[src/rtl/leaf_interface.sv]
`default_nettype none
// ============================================================================
//  Module   : leaf_interface
//  Purpose  : Leaf-side network endpoint. Connects one processing element to
//             the up port of its level-0 switch. PE words are buffered in a
//             TX FIFO and injected as {valid, dest, payload} packets; packets
//             addressed to this leaf are ejected into an RX FIFO. Anything the
//             leaf cannot accept (foreign address, RX full) is re-injected
//             unchanged, mirroring the switches' deflection routing.
//  Ports    : clk, reset (async, active-low)
//             bus_i / bus_o        packet in from / registered packet out to switch
//             din_valid/ready/dest/payload   PE transmit handshake
//             dout_valid/ready/payload       PE receive handshake (FWFT)
//             bounce_cnt           saturating count of re-injected packets
//  Revision : 1.0  initial release
// ============================================================================
module leaf_interface #(
  parameter int num_leaves = 2,
  parameter int payload_sz = 1,
  parameter int addr       = 0,
  parameter int p_sz       = 1 + $clog2(num_leaves) + payload_sz,
  parameter int tx_depth   = 4,
  parameter int rx_depth   = 4
) (
  input  logic                          clk,
  input  logic                          reset,
  input  logic [p_sz-1:0]               bus_i,
  output logic [p_sz-1:0]               bus_o,
  input  logic                          din_valid,
  output logic                          din_ready,
  input  logic [$clog2(num_leaves)-1:0] din_dest,
  input  logic [payload_sz-1:0]         din_payload,
  output logic                          dout_valid,
  input  logic                          dout_ready,
  output logic [payload_sz-1:0]         dout_payload,
  output logic [15:0]                   bounce_cnt
);

  localparam int AW = $clog2(num_leaves);
  localparam int TW = $clog2(tx_depth);
  localparam int RW = $clog2(rx_depth);
  localparam int EW = AW + payload_sz;   // TX entry: {dest, payload}

  localparam logic [AW-1:0] MY_ADDR = AW'(addr);
  localparam logic [TW:0]   TX_FULL = (TW+1)'(tx_depth);
  localparam logic [RW:0]   RX_FULL = (RW+1)'(rx_depth);

  // --------------------------------------------------------------------------
  // Storage
  // --------------------------------------------------------------------------
  logic [EW-1:0]         tx_mem [tx_depth];
  logic [TW-1:0]         tx_wr_ptr, tx_rd_ptr;
  logic [TW:0]           tx_count;

  logic [payload_sz-1:0] rx_mem [rx_depth];
  logic [RW-1:0]         rx_wr_ptr, rx_rd_ptr;
  logic [RW:0]           rx_count;

  // --------------------------------------------------------------------------
  // Incoming packet decode and per-cycle decisions
  // --------------------------------------------------------------------------
  logic                  in_valid;
  logic [AW-1:0]         in_dest;
  logic [payload_sz-1:0] in_payload;
  logic                  rx_push, rx_pop, tx_push, tx_pop;
  logic                  bounce;

  assign in_valid   = bus_i[p_sz-1];
  assign in_dest    = bus_i[p_sz-2:payload_sz];
  assign in_payload = bus_i[payload_sz-1:0];

  assign din_ready  = (tx_count != TX_FULL);
  assign dout_valid = (rx_count != '0);

  // RX space is judged on the pre-edge count; a same-cycle pop does not help.
  assign rx_push = in_valid && (in_dest == MY_ADDR) && (rx_count != RX_FULL);
  assign bounce  = in_valid && !rx_push;
  // The output slot is taken by a bounce first; TX only injects into a free slot.
  assign tx_pop  = !bounce && (tx_count != '0);
  assign tx_push = din_valid && din_ready;
  assign rx_pop  = dout_valid && dout_ready;

  assign dout_payload = rx_mem[rx_rd_ptr];

  // --------------------------------------------------------------------------
  // FIFO data arrays (no reset needed; validity is tracked by the counts)
  // --------------------------------------------------------------------------
  always_ff @(posedge clk) begin
    if (tx_push) tx_mem[tx_wr_ptr] <= {din_dest, din_payload};
    if (rx_push) rx_mem[rx_wr_ptr] <= in_payload;
  end

  // --------------------------------------------------------------------------
  // TX FIFO control
  // --------------------------------------------------------------------------
  always_ff @(posedge clk or negedge reset) begin
    if (!reset) begin
      tx_wr_ptr <= '0;
      tx_rd_ptr <= '0;
      tx_count  <= '0;
    end else begin
      if (tx_push) tx_wr_ptr <= tx_wr_ptr + 1'b1;
      if (tx_pop)  tx_rd_ptr <= tx_rd_ptr + 1'b1;
      if (tx_push && !tx_pop)      tx_count <= tx_count + 1'b1;
      else if (tx_pop && !tx_push) tx_count <= tx_count - 1'b1;
    end
  end

  // --------------------------------------------------------------------------
  // RX FIFO control
  // --------------------------------------------------------------------------
  always_ff @(posedge clk or negedge reset) begin
    if (!reset) begin
      rx_wr_ptr <= '0;
      rx_rd_ptr <= '0;
      rx_count  <= '0;
    end else begin
      if (rx_push) rx_wr_ptr <= rx_wr_ptr + 1'b1;
      if (rx_pop)  rx_rd_ptr <= rx_rd_ptr + 1'b1;
      if (rx_push && !rx_pop)      rx_count <= rx_count + 1'b1;
      else if (rx_pop && !rx_push) rx_count <= rx_count - 1'b1;
    end
  end

  // --------------------------------------------------------------------------
  // Output packet register and bounce counter
  // --------------------------------------------------------------------------
  always_ff @(posedge clk or negedge reset) begin
    if (!reset) begin
      bus_o      <= '0;
      bounce_cnt <= '0;
    end else begin
      if (bounce) begin
        bus_o <= bus_i;
        if (bounce_cnt != 16'hFFFF) bounce_cnt <= bounce_cnt + 16'd1;
      end else if (tx_pop) begin
        bus_o <= {1'b1, tx_mem[tx_rd_ptr]};
      end else begin
        bus_o <= '0;
      end
    end
  end

endmodule
`default_nettype wire

[config.mk]
export PLATFORM = sky130hd
export DESIGN_NAME = leaf_interface
export DESIGN_NICKNAME = d
export VERILOG_FILES = /design/src/rtl/leaf_interface.sv
export SDC_FILE = /design/constraint.sdc
export NUM_CORES = 1
export LEC_CHECK = 0
export BUFFER_PORTS_ARGS = -buffer_cell sky130_fd_sc_hd__buf_2
export CAP_MARGIN = 20
export CORE_MARGIN = 2
export CORE_UTILIZATION = 52
export CTS_BUF_LIST = sky130_fd_sc_hd__clkbuf_2
export CTS_CLUSTER_SIZE = 28
export DETAILED_ROUTE_END_ITERATION = 6
export PLACE_DENSITY = 0.76
export REMOVE_ABC_BUFFERS = 1
export SYNTH_ARGS = -nofsm -noshare
export SYNTH_HDL_FRONTEND = slang
export SYNTH_SLANG_ARGS = --single-unit
[constraint.sdc]
create_clock -name clk -period 2 [get_ports clk]
set_clock_uncertainty 0.05 [all_clocks]
set_input_delay 0.2 -clock clk [delete_from_list [all_inputs] [get_ports clk]]
set_output_delay 0.2 -clock clk [all_outputs]
set_load 0.05 [all_outputs]
==> key figures <==
Detailed routing
  – DRT Pass-1 Iters: 4
  – Drt wl/cell: approximately 15 um
  – Vias: 1,503
  – Drt first-iter violations: 89
  – DRC errors left: 0
  – Total Wirelength: roughly 4300 um
  – Antenna Nets Post-Route: 0
  – Via/cell ratio: 5.26

Critical path
  – Required @ worst endpoint: about 2.2 ns
  – WS Path Type: flop to flop
  – Worst R2R End: tx_count[1]
  – Crit. End Element: flop
  – Worst setup SP type: flop
  – Worst R2R Start: rx_count[1]
  – Worst R2R Setup Slack: -0.07 ns
  – Critical Path Fanout Max: 6
  – WP data arrival: ~2.3 ns
  – Reg2reg path depth: 7

Place
  – HPWL Detailed: between 3000 and 4000 um
  – Port Buffers: 30
  – Pre-CTS WS: -0.120 ns
  – Placer congestion estimate: 0.708
  – Post-Place Cell Area: approximately 2500 um^2

CTS
  – H-tree depth: 2
  – Clock Tree Root: clkbuf_2
  – Number of buffers created by CTS: 5
  – Worst-Skew Late Latency: 0.41 ns
  – Clk sinks: 45
  – CTS tree: done
  – Reg clk slew, reported paths: around 0.23 ns
  – Maximum clock path buffer count: 2

GRT
  – Met2 usage: 36.8%
  – Global Route Usage Sum: 20.5%
  – GRT overflow: 0
  – Global-route met1 utilization: between 20% and 30%
  – Pin count of the biggest net entering global routing: 34
  – Initial antenna violation count: 0
  – Top Usage Layer GRT: met2
  – Met3 Track Usage GR: under 10%
  – First-pass GRT wire length: between 6000 and 7000 um
  – Vias in the first global route: ~1,500

Min path
  – Hold_sp: dout_ready
  – Worst min path class: input pin to flop
  – Hold Path Stages: 3
  – Hold EP: rx_rd_ptr[1]

STA
  – Final Cycle Share: 104%
  – F_max: 482 MHz
  – Final hold slack: 0.0141 ns
  – Slew HR: just under 50%
  – Worst-Margin Slew: between 0.7 and 0.8 ns
  – Final min period: between 2 and 2.5 ns
  – Slew Viols, Final: 0
  – Total negative slack: -0.174 ns
  – Final setup fails: 4
  – Post-route setup slack: -0.0738 ns
  – RSZ-0062 raised after global routing: yes
  – Final hold violation count: 0

Synthesis
  – Mapped Avg Cell Area: ~13 um^2
  – Most frequently used flop master after synthesis: dfrtp_1
  – Cells after Synth: approximately 170
  – Number of synthesized register bits: 45
  – YS warnings: 0
  – Post-synthesis sequential area ratio: around 54%
  – Number of synthesized flops with an enable pin: 12
  – Netlist cell types: 38
  – Synth Cell Area: approximately 2200 um^2
  – FFs w/ async S/R, synth: about three quarters

Power
  – PD cells: between 1000 and 1500 nW/um^2
  – Internal power: 2.16 mW
  – Gate power share: about half
  – Seq pwr share: 40.7%
  – Worst vdd ir: about 0.00068 V
  – Leakage power: between 1 and 1.5 nW
  – Clk pwr share: 10.1%
  – Switching share of power: between 40 and 50%
  – Psw: around 1.6 mW

Floorplan
  – Die X: around 70 um
  – FP Rows: 23
  – IO Pins: 31
  – Initial Util: roughly 54%
  – Die Height: 68.9 um
  – Full die area: between 4000 and 5000 um^2
  – Core area: a little over 4000 um^2

Final layout
  – Layout Nets: ~260
  – Fillers: roughly 300
  – Design area: ~2700 um^2
  – Fraction of layout cells with a size suffix above 1: between 40% and 50%
  – Multi-input gate area: a little over 1000 um^2
  – Register area: ~1200 um^2
  – ANT cells: 0
  – Layout area overhead: 24.4%

Run status
  – Violated checks: negative setup slack
  – Status: finished with violations

Flow run
  – Max-cap viol count: 0
## power by group through the flow
| stage | sequential (mW) | clock [mW] | combinational [mW] |
|---|---|---|---|
| 3_5_place_dp | 1.54 | 0 | 1.63 |
| 3_3_place_gp | 1.51 | 0 | 1.55 |
| 5_1_grt | 1.57 | 0.428 | 2.01 |
| 2_1_floorplan | 1.83 | 0 | 0.844 |
| 6_report | 1.52 | 0.377 | 1.84 |
| 4_1_cts | 1.51 | 0.387 | 1.82 |
## layer usage
metal  wire (um)  up-vias  part of all wire [%]
met5           0        -                     0
met4          53        0                   1.2
met3         136        6                   3.2
met2        2320       31                    54
met1        1750      740                    41
li1            -      726                     -
## what timing repair did
item,in CTS,in global routing
setup buffers,8,5
pin swaps,9,10
hold buffers,4,0
endpoints found under the setup margin,4,8
gates resized for setup,12,3
hold endpoints to repair,45,0
## metrics by stage
| step | power, mW | util [%] | cells |
|---|---|---|---|
| CTS | 3.72 | 66.5 | 281 |
| global route | 4.01 | 67.5 | 286 |
| detailed placement | 3.17 | 62.2 | 261 |
| floorplan | 2.67 | - | 167 |
| finish | 3.73 | 67.5 | 286 |
| global placement | 3.05 | 62.2 | 261 |
## synthesized netlist by cell type (2+ instances only)
cell type	number	area, um^2
mux4_2	3	67.6
nand4_2	2	25.0
fa_1	2	40.0
edfxtp_1	12	360
and2_0	2	12.5
nand2_1	12	45.0
nor2_2	2	12.5
a21oi_1	2	10.0
nor3_1	5	25.0
inv_1	8	30.0
nor4_1	2	12.5
dfrtp_1	33	826
nor3_2	3	30.0
mux2_1	4	45.0
mux2_2	4	45.0
and3_1	9	56.3
nor2_1	6	22.5
xnor2_1	8	70.1
ha_1	11	138
nand4_1	2	12.5
nor3b_1	2	15.0
xor2_1	14	123
nand3_1	4	20.0
## worst max path at each step
stage	from	end	slack (ns)
after global routing	rx_count[1]	tx_count[2]	-0.14
after CTS	rx_count[1]	tx_count[1]	-0.06
after detailed placement	rx_count[0]	rx_count[2]	-0.12
after global placement	rx_count[0]	rx_count[2]	0.01
after floorplan	rx_count[0]	rx_count[2]	-0.35
final	rx_count[1]	tx_count[1]	-0.07
## registers in the layout, summed over array words and instances (netlist names)
register and count:
tx_wr_ptr 2, rx_mem 4, rx_wr_ptr 2, tx_mem 8, tx_rd_ptr 2, rx_rd_ptr 2, tx_count 3, bus_o 3
rx_count 3, bounce_cnt 16
## cells by family after synthesis
family,after synthesis,share of synthesized area (%)
buffers and inverters,8,1.37
XOR/XNOR,22,8.81
AND/OR/NAND/NOR,59,17.0
adder cells (fa/ha/maj),13,8.12
flip-flops,45,54.2
multiplexers,12,7.89
AO/OA/AOI/OAI,8,2.57
## final cells by class
class	instances	share of cell area (%)
well taps	50	2.30
inverters	8	1.10
multi-input cells	114	37.0
clock buffers	7	1.29
clock inverters	1	0.184
repair buffers	61	14.4
flip-flops and latches	45	43.7
## placed cells by master (no fill, tap or decap), drive strengths merged, types with 2 or more instances in the layout
cell type / count
mux4: 3
nand3: 5
mux2: 9
buf: 57
fa: 2
nor3: 8
dlygate4sd3: 4
a21oi: 2
nor4: 3
xnor2: 8
dfrtp: 33
clkbuf: 7
nand4: 4
ha: 11
inv: 8
nand2: 12
nor3b: 2
edfxtp: 12
a211o: 2
nor2: 8
xor2: 14
and3: 9
and2: 3
## worst max-delay path, cell delays in order (launching register included)
cell	delay [ns]
dfrtp_2	0.47
and4bb_2	0.27
nor3_2	0.19
inv_1	0.07
ha_2	0.18
inv_2	0.05
fa_2	0.42
mux2_2	0.26
Power figures use the tool's default switching activity.
